File: src/rtl/snn_pkg.sv
// Shared definitions for the spike-rate decode path: default widths, the
// decoder state type and a width-generic saturating increment.
package snn_pkg;

  localparam int CNT_W_DEF = 8;
  localparam int WIN_W_DEF = 6;

  typedef enum logic {
    IDLE  = 1'b0,
    COUNT = 1'b1
  } state_t;

  // Increments v, holding at the all-ones value of a w-bit field.
  function automatic logic [31:0] sat_inc(input logic [31:0] v, input int w);
    logic [31:0] max_v;
    max_v = (32'd1 << w) - 32'd1;
    return (v >= max_v) ? max_v : (v + 32'd1);
  endfunction

endpackage

File: src/rtl/spike_rate_decoder_sat_counter.sv
// CNT_W-bit spike counter: synchronous clear has priority over the
// saturating increment.
module sat_counter
  import snn_pkg::*;
#(
  parameter int CNT_W = CNT_W_DEF
) (
  input  logic             clk,
  input  logic             rst_n,
  input  logic             clr,
  input  logic             inc,
  output logic [CNT_W-1:0] count
);

  logic [CNT_W-1:0] count_q;
  logic [CNT_W-1:0] count_d;

  // Next count: clear, saturating increment, or hold.
  always_comb begin
    count_d = count_q;
    if (clr) begin
      count_d = {CNT_W{1'b0}};
    end else if (inc) begin
      count_d = CNT_W'(sat_inc(32'(count_q), CNT_W));
    end else begin
      count_d = count_q;
    end
  end

  // Count register.
  always_ff @(posedge clk or negedge rst_n) begin
    if (!rst_n) begin
      count_q <= {CNT_W{1'b0}};
    end else begin
      count_q <= count_d;
    end
  end

  assign count = count_q;

endmodule

File: src/rtl/spike_rate_decoder.sv
// Counts spikes over back-to-back windows of window_len cycles and offers
// each count on a registered valid/ready output; undeliverable counts are dropped.
module spike_rate_decoder
  import snn_pkg::*;
#(
  parameter int CNT_W = CNT_W_DEF,
  parameter int WIN_W = WIN_W_DEF
) (
  input  logic             clk,
  input  logic             reset,
  input  logic             enable,
  input  logic             spike_in,
  input  logic [WIN_W-1:0] window_len,
  output logic [CNT_W-1:0] rate_out,
  output logic             rate_valid,
  input  logic             rate_ready,
  output logic             overrun,
  input  logic             overrun_clr
);

  state_t           state_q, state_d;
  logic [WIN_W-1:0] win_cnt_q, win_cnt_d;
  logic [WIN_W-1:0] win_len_s;
  logic [CNT_W-1:0] spk_cnt_s;
  logic [CNT_W-1:0] result_s;
  logic [CNT_W-1:0] rate_out_q, rate_out_d;
  logic             rate_valid_q, rate_valid_d;
  logic             overrun_q, overrun_d;
  logic             spk_clr_s, spk_inc_s, last_s, xfer_s, drop_s;

  assign win_len_s = (window_len == {WIN_W{1'b0}}) ? WIN_W'(1'b1) : window_len;
  // The closing edge's own spike is folded into the delivered result.
  assign result_s  = spike_in ? CNT_W'(sat_inc(32'(spk_cnt_s), CNT_W)) : spk_cnt_s;
  assign xfer_s    = rate_valid_q & rate_ready;

  sat_counter #(.CNT_W(CNT_W)) u_spk_cnt (
    .clk   (clk),
    .rst_n (reset),
    .clr   (spk_clr_s),
    .inc   (spk_inc_s),
    .count (spk_cnt_s)
  );

  // Window sequencing: entry, per-cycle countdown, reload on the last cycle, abort on disable.
  always_comb begin
    state_d   = state_q;
    win_cnt_d = win_cnt_q;
    spk_clr_s = 1'b0;
    spk_inc_s = 1'b0;
    last_s    = 1'b0;
    case (state_q)
      IDLE: begin
        if (enable) begin
          state_d   = COUNT;
          win_cnt_d = win_len_s;
          spk_clr_s = 1'b1;
        end else begin
          state_d   = IDLE;
        end
      end
      COUNT: begin
        if (!enable) begin
          state_d   = IDLE;
          win_cnt_d = {WIN_W{1'b0}};
          spk_clr_s = 1'b1;
        end else if (win_cnt_q == WIN_W'(1'b1)) begin
          last_s    = 1'b1;
          win_cnt_d = win_len_s;
          spk_clr_s = 1'b1;
        end else begin
          win_cnt_d = win_cnt_q - WIN_W'(1'b1);
          spk_inc_s = spike_in;
        end
      end
      default: begin
        state_d   = IDLE;
        win_cnt_d = {WIN_W{1'b0}};
        spk_clr_s = 1'b1;
      end
    endcase
  end

  // Output slot: a new result lands if the slot is empty or drains on the same edge.
  always_comb begin
    rate_out_d   = rate_out_q;
    rate_valid_d = rate_valid_q & ~xfer_s;
    drop_s       = 1'b0;
    if (last_s) begin
      if (!rate_valid_q || xfer_s) begin
        rate_out_d   = result_s;
        rate_valid_d = 1'b1;
      end else begin
        drop_s       = 1'b1;
      end
    end else begin
      drop_s       = 1'b0;
    end
    overrun_d = drop_s ? 1'b1 : (overrun_clr ? 1'b0 : overrun_q);
  end

  // State, window counter and output registers.
  always_ff @(posedge clk or negedge reset) begin
    if (!reset) begin
      state_q      <= IDLE;
      win_cnt_q    <= {WIN_W{1'b0}};
      rate_out_q   <= {CNT_W{1'b0}};
      rate_valid_q <= 1'b0;
      overrun_q    <= 1'b0;
    end else begin
      state_q      <= state_d;
      win_cnt_q    <= win_cnt_d;
      rate_out_q   <= rate_out_d;
      rate_valid_q <= rate_valid_d;
      overrun_q    <= overrun_d;
    end
  end

  assign rate_out   = rate_out_q;
  assign rate_valid = rate_valid_q;
  assign overrun    = overrun_q;

endmodule

File: config.mk
export PLATFORM = sky130hd
export DESIGN_NAME = spike_rate_decoder
export DESIGN_NICKNAME = d
export VERILOG_FILES = /design/src/rtl/snn_pkg.sv /design/src/rtl/spike_rate_decoder_sat_counter.sv /design/src/rtl/spike_rate_decoder.sv
export SDC_FILE = /design/constraint.sdc
export NUM_CORES = 1
export LEC_CHECK = 0
export ABC_AREA = 1
export BUFFER_PORTS_ARGS = -buffer_cell sky130_fd_sc_hd__buf_2
export CAP_MARGIN = 10
export CORE_ASPECT_RATIO = 0.75
export CORE_MARGIN = 4
export CORE_UTILIZATION = 30
export DETAILED_ROUTE_END_ITERATION = 10
export PLACE_DENSITY = 0.53
export SLEW_MARGIN = 20
export SYNTH_ARGS = -nofsm -noshare
export SYNTH_HDL_FRONTEND = slang
export SYNTH_SLANG_ARGS = --single-unit
File: constraint.sdc
create_clock -name clk -period 4.1 [get_ports clk]
set_input_delay 1.23 -clock clk [delete_from_list [all_inputs] [get_ports clk]]
set_output_delay 1.23 -clock clk [all_outputs]
set_load 0.02 [all_outputs]
==> results.cfg, run 1 <==
[clocking]
cts_tree = built
path_clk_slew_ps = 80
cts_resized = 0
cts_root_buf = clkbuf_8
clockBufferDepth = 2
cts.hold.buffers_added = 0
cts_setup_buffers = 0
cts_buffers = 3
cts_sinks = 25
clkLatencyLatePin_ps = 270
cts_htree_levels = 1

[worst_setup_path]
crit_slowest_cell = dfrtp_1
path_depth = 1
cp_num_buf_inv = 1
rr_worst_depth = 8
timing.rr.start = win_cnt_q[1]
critPathKind = reg -> out
crit_path_end_kind = output pin
slowest_delay_ps = 390
cp-endpoint = rate_valid
start_kind = flop
crit_start = rate_valid
required_ps = 2870
cp_cell_sequence = buf_2
arrival_ps = 820
timing.rr.end = rate_out[4]
crit_fanout = 2
rrSetupSlack_ps = 2540
cpLargestDelayFamily = flip-flops

[place]
place_congestion = 0.838
dp_hpwl_um = 2730
port_buffers = 21
placed_area_um2 = 1780
dp.cells = 305

[synthesis]
yosys_warnings = 0
synth_edf_count = 0
synth-seq-cells = 25
syn_area_um2 = 1600
synthArstFlopShare_pct = 100
synth.net_count = 230
yosysMostFrequentCell = nand2_1
syn_avg_cell_area_um2 = 7.45
syn_inst = 215
synth-main-ff-cell = dfrtp_1
ys_types = 30
synth_top_area_share_pct = 39.1
synth_area_leaders = dfrtp_1 39%, nand2_1 20%, nand3_1 5.6%, inv_1 5.4%, nor2_1 2.8%
yosys.area.top_type = dfrtp_1
ys_seq_area_share_pct = 39.1
synth_common_cells = 87 x nand2_1, 25 x dfrtp_1, 23 x inv_1

[outcome]
outcome = finished clean

[floorplanning]
io_pins = 22
fp-row-count = 22
die_w_um = 92.4
initial_core_util_pct = 31.8
die-area_um2 = 6580
coreArea_um2 = 5040
fp.dieH_um = 71.3

[timing]
fin_skew_ps = 3.18
holdWs_ps = 477
slew_violations = 0
finalCriticalPeriod_ps = 2050
tns_ps = 0
rsz0062_at_grt = no
fmax_mhz = 489
setup_violations = 0
slew_headroom_pct = 61.9
final_hold_viol_count = 0
fin_crit_sh_pct = 49.9
tightest_slew_ps = 571

[finish]
area_growth_pct = 13.7
multi_input_area_um2 = 858
regArea_um2 = 626
design_area_um2 = 1820
final_cells = 309
fillers = 548
drive_gt1_share_pct = 19.4
antennaDiodeCount = 0
nNetsFinal = 253

[routing]
via_count = 1326
viasPerCell = 4.29
wl_um = 3470
drc_errors = 0
ant_nets = 0
wl_per_cell_um = 11.2
firstDrtPassIters = 4
drt_iter0_drc = 80

[min_path]
min_path_type = reg -> reg

[pwr]
p_int_uw = 389
clkPwrFrac_pct = 24.8
power_density_nw_per_um2 = 317
power_frac_comb_pct = 24.7
swShare_pct = 32.7
power_frac_seq_pct = 50.5
ir_worst_vdd_v = 0.000120
switchingPower_uw = 189
power.total_uw = 577
leakagePower_uw = 0.00100

[global_route]
grt_pass1_vias = 1335
grt_pass1_wl_um = 6470
grt_start_max_net_pins = 26
grt.overflow.total = 0
antenna_found_initial = 0
grt_use_total_pct = 12.1

[run]
drv_cap = 0
cell families after synthesis:
group                      count (synthesis)  synth area share, %
xor gates and xnor gates                   2                 1.09
buffers and inverters                     28                 7.34
adders and majority gates                  3                 2.34
DFF                                       25                 39.1
and+or+nand+nor                          139                 42.7
AOI/OAI and AO/OA                         18                 7.42
sequential cells by signal (all words and copies together), names as in the netlist:
name and count:
rate_out 8, u_spk_cnt.count 8, win_cnt_q 6, overrun 1
rate_valid 1, state_q 1
metrics by stage:
stage	setup WS, ps	utilization (%)
finish	2050	36.1
detailed placement	1930	35.2
CTS	2040	36.1
floorplan	2110	-
global placement	1930	35.2
global route	2000	36.1
worst min-delay path: cells and delay by family, from the launching register on:
| family | cells | cell delay [ps] |
|---|---|---|
| AND/OR/NAND/NOR | 2 | 100 |
| flip-flops | 1 | 340 |
how the worst min path moves through the flow:
stage,start,endpoint,slack (ps),depth (start not counted)
after floorplan,win_cnt_q[1],win_cnt_q[1],480,2
after detailed placement,rate_out[6],rate_out[6],460,2
after global routing,rate_out[5],rate_out[5],500,2
final,rate_out[6],rate_out[6],480,2
after CTS,rate_out[6],rate_out[6],480,2
after global placement,rate_out[3],rate_out[3],460,2
power groups by stage:
| stage | registers (uW) | logic (uW) | clock network, uW |
|---|---|---|---|
| 2_1_floorplan | 309 | 87.6 | 0 |
| 6_report | 292 | 142 | 143 |
| 5_1_grt | 296 | 162 | 164 |
| 4_1_cts | 292 | 144 | 153 |
| 3_3_place_gp | 296 | 145 | 0 |
| 3_5_place_dp | 296 | 144 | 0 |
layer usage:
| layer | up-vias | track usage (%) | share of wire, % |
|---|---|---|---|
| met1 | 570 | 19.7 | 59 |
| li1 | 729 | - | - |
| met4 | 0 | 2.97 | 1.0 |
| met2 | 25 | 15.8 | 35 |
| met5 | - | 0 | 0 |
| met3 | 2 | 2.52 | 4.8 |
cell type report:
class,count,share of cell area (%)
multi-input cells,162,47.1
repair buffers,21,5.77
inverters,25,5.29
well taps,72,4.95
clock buffers,4,2.47
flip-flops and latches,25,34.4
placed cells by master, fill, tap and decap left out, types with 3 or more instances in the layout:
cell type	count
nor2_1	12
clkbuf_8	3
o21ai_1	5
nand4_1	4
dfrtp_1	25
nor2_4	4
nand3_2	4
nand3_1	18
buf_2	21
inv_1	23
ha_1	3
nand2_2	3
nand2_1	87
No activity file was read; power rests on OpenSTA's default activity.
==> inputs of run 2 (changes only) <==
--- a/config.mk
+++ b/config.mk
@@ -12,7 +12,7 @@
 export CORE_MARGIN = 4
 export CORE_UTILIZATION = 30
 export DETAILED_ROUTE_END_ITERATION = 10
-export PLACE_DENSITY = 0.53
+export PLACE_DENSITY = 0.55
 export SLEW_MARGIN = 20
 export SYNTH_ARGS = -nofsm -noshare
 export SYNTH_HDL_FRONTEND = slang
==> constraint.sdc (replaced) <==
create_clock -name clk -period 1.7 [get_ports clk]
set_input_delay 0.51 -clock clk [delete_from_list [all_inputs] [get_ports clk]]
set_output_delay 0.51 -clock clk [all_outputs]
set_load 0.02 [all_outputs]
==> run 2 against run 1 <==
Against the previous run:
- via count up 1.8%
- sequential share of layout area down 0.28 points
- final cell count up 0.65%
- die area unchanged
- power up 140%
- critical path depth up 7
- first-iteration DRC count up 36%
- routed wire length up 0.63%
- worst setup slack worse by 1900 ps
- register-to-register slack worse by 2400 ps
- hold slack worse by 240 ps
- clock power up 150%
==> results.cfg, run 2 (synthesis results as in run 1) <==
[finish]
nNetsFinal = 255
mostFrequentLayoutCells = 87 x nand2_1, 25 x dfrtp_1, 23 x inv_1
area_growth_pct = 14.6
antennaDiodeCount = 0
fillers = 544
drive_gt1_share_pct = 20.1
layout_commonest_cell = nand2_1

[routing]
wl_um = 3490
viasPerCell = 4.34
drc_errors = 0
drt_iter0_drc = 109
ant_nets = 0
wl_per_cell_um = 11.2
via_count = 1350
firstDrtPassIters = 4

[clocking]
clkLatencyLatePin_ps = 270
cts_setup_buffers = 0
path_clk_slew_ps = 90
clockBufferDepth = 2
cts_buffers = 3
cts_resized = 0
cts_htree_levels = 1
cts_sinks = 25
cts_tree = built
cts_root_buf = clkbuf_8
cts.hold.buffers_added = 0

[pwr]
leakagePower_uw = 0.00101
power_frac_seq_pct = 49.6
ir_worst_vdd_v = 0.000310
power_density_nw_per_um2 = 767
clkPwrFrac_pct = 25.2
swShare_pct = 33.1
power_frac_comb_pct = 25.2
power.total_uw = 1410
p_int_uw = 943
switchingPower_uw = 466

[worst_setup_path]
crit_slowest_cell = dfrtp_1
slowest_delay_ps = 390
rrSetupSlack_ps = 180
required_ps = 1920
start_kind = flop
crit_path_end_kind = flop
critPathKind = reg -> reg
arrival_ps = 1740
cp_num_buf_inv = 2
rr_worst_depth = 8
crit_fanout = 14
timing.rr.start = win_cnt_q[1]
cp_cell_sequence = inv_1 -> ha_1 -> nand2_2 -> nor2_4 -> nand4_4 -> inv_1 -> nand2_1 -> nand2_1
cpLargestDelayFamily = simple AND/OR/NAND/NOR gates
timing.rr.end = rate_out[4]

[global_route]
grt_use_total_pct = 12.0
grt.overflow.total = 0
grt_pass1_vias = 1386
grt_pass1_wl_um = 6450
antenna_found_initial = 0
grt_start_max_net_pins = 26

[timing]
slew_violations = 0
fin_crit_sh_pct = 89.5
slew_headroom_pct = 60.2
final_hold_viol_count = 0
finalCriticalPeriod_ps = 1520
fin_skew_ps = 5.63
tns_ps = 0
rsz0062_at_grt = no
setup_violations = 0
holdWs_ps = 236
tightest_slew_ps = 597
fmax_mhz = 658

[floorplanning]
die_w_um = 92.4
io_pins = 22
die-area_um2 = 6580
coreArea_um2 = 5040
initial_core_util_pct = 31.8
fp.dieH_um = 71.3
fp-row-count = 22

[place]
dp_hpwl_um = 2730
place_congestion = 0.837
port_buffers = 21

[outcome]
outcome = finished clean

[run]
drv_cap = 0

[min_path]
min_path_type = in -> async
## run 2: how the worst max path moves through the flow
stage | start | endpoint | cells past startpoint
5_1_grt | win_cnt_q[1] | rate_out[6] | 8
3_5_place_dp | win_cnt_q[1] | rate_out[4] | 8
4_1_cts | win_cnt_q[1] | rate_out[4] | 8
3_3_place_gp | win_cnt_q[1] | rate_out[6] | 8
2_1_floorplan | u_spk_cnt.count[0] | rate_out[2] | 7
6_report | win_cnt_q[1] | rate_out[4] | 8
## run 2: power groups by stage
| stage | clock (uW) | combinational, uW | sequential [uW] |
|---|---|---|---|
| 5_1_grt | 388 | 405 | 708 |
| 3_5_place_dp | 0 | 357 | 710 |
| 4_1_cts | 378 | 360 | 699 |
| 2_1_floorplan | 0 | 211 | 745 |
| 6_report | 355 | 355 | 698 |
| 3_3_place_gp | 0 | 355 | 709 |
## run 2: layout make-up
class                      instances  area [um2]  share of cell area (%)
timing repair buffer              23         120                    6.54
inverter                          25        96.3                    5.25
multi-input combinational        162         858                    46.8
tap                               72        90.1                    4.91
sequential                        25         626                    34.1
clock buffer                       4        45.0                    2.45
## run 2: routing by layer
layer	GRT usage (%)	wire [um]	up-vias
li1	-	-	735
met3	2.83	174	4
met5	0	0	-
met1	18.1	2050	587
met4	3.29	40	0
met2	16.9	1230	24
## run 2: stage by stage
| stage | instance area [um2] | setup WS, ps | std cells | utilization, % |
|---|---|---|---|---|
| floorplan | 1600 | 377 | 215 | - |
| global placement | 1790 | 204 | 307 | 35.5 |
| detailed placement | 1790 | 189 | 307 | 35.5 |
| CTS | 1840 | 156 | 311 | 36.4 |
| global route | 1840 | 2.23 | 311 | 36.4 |
| finish | 1840 | 179 | 311 | 36.4 |
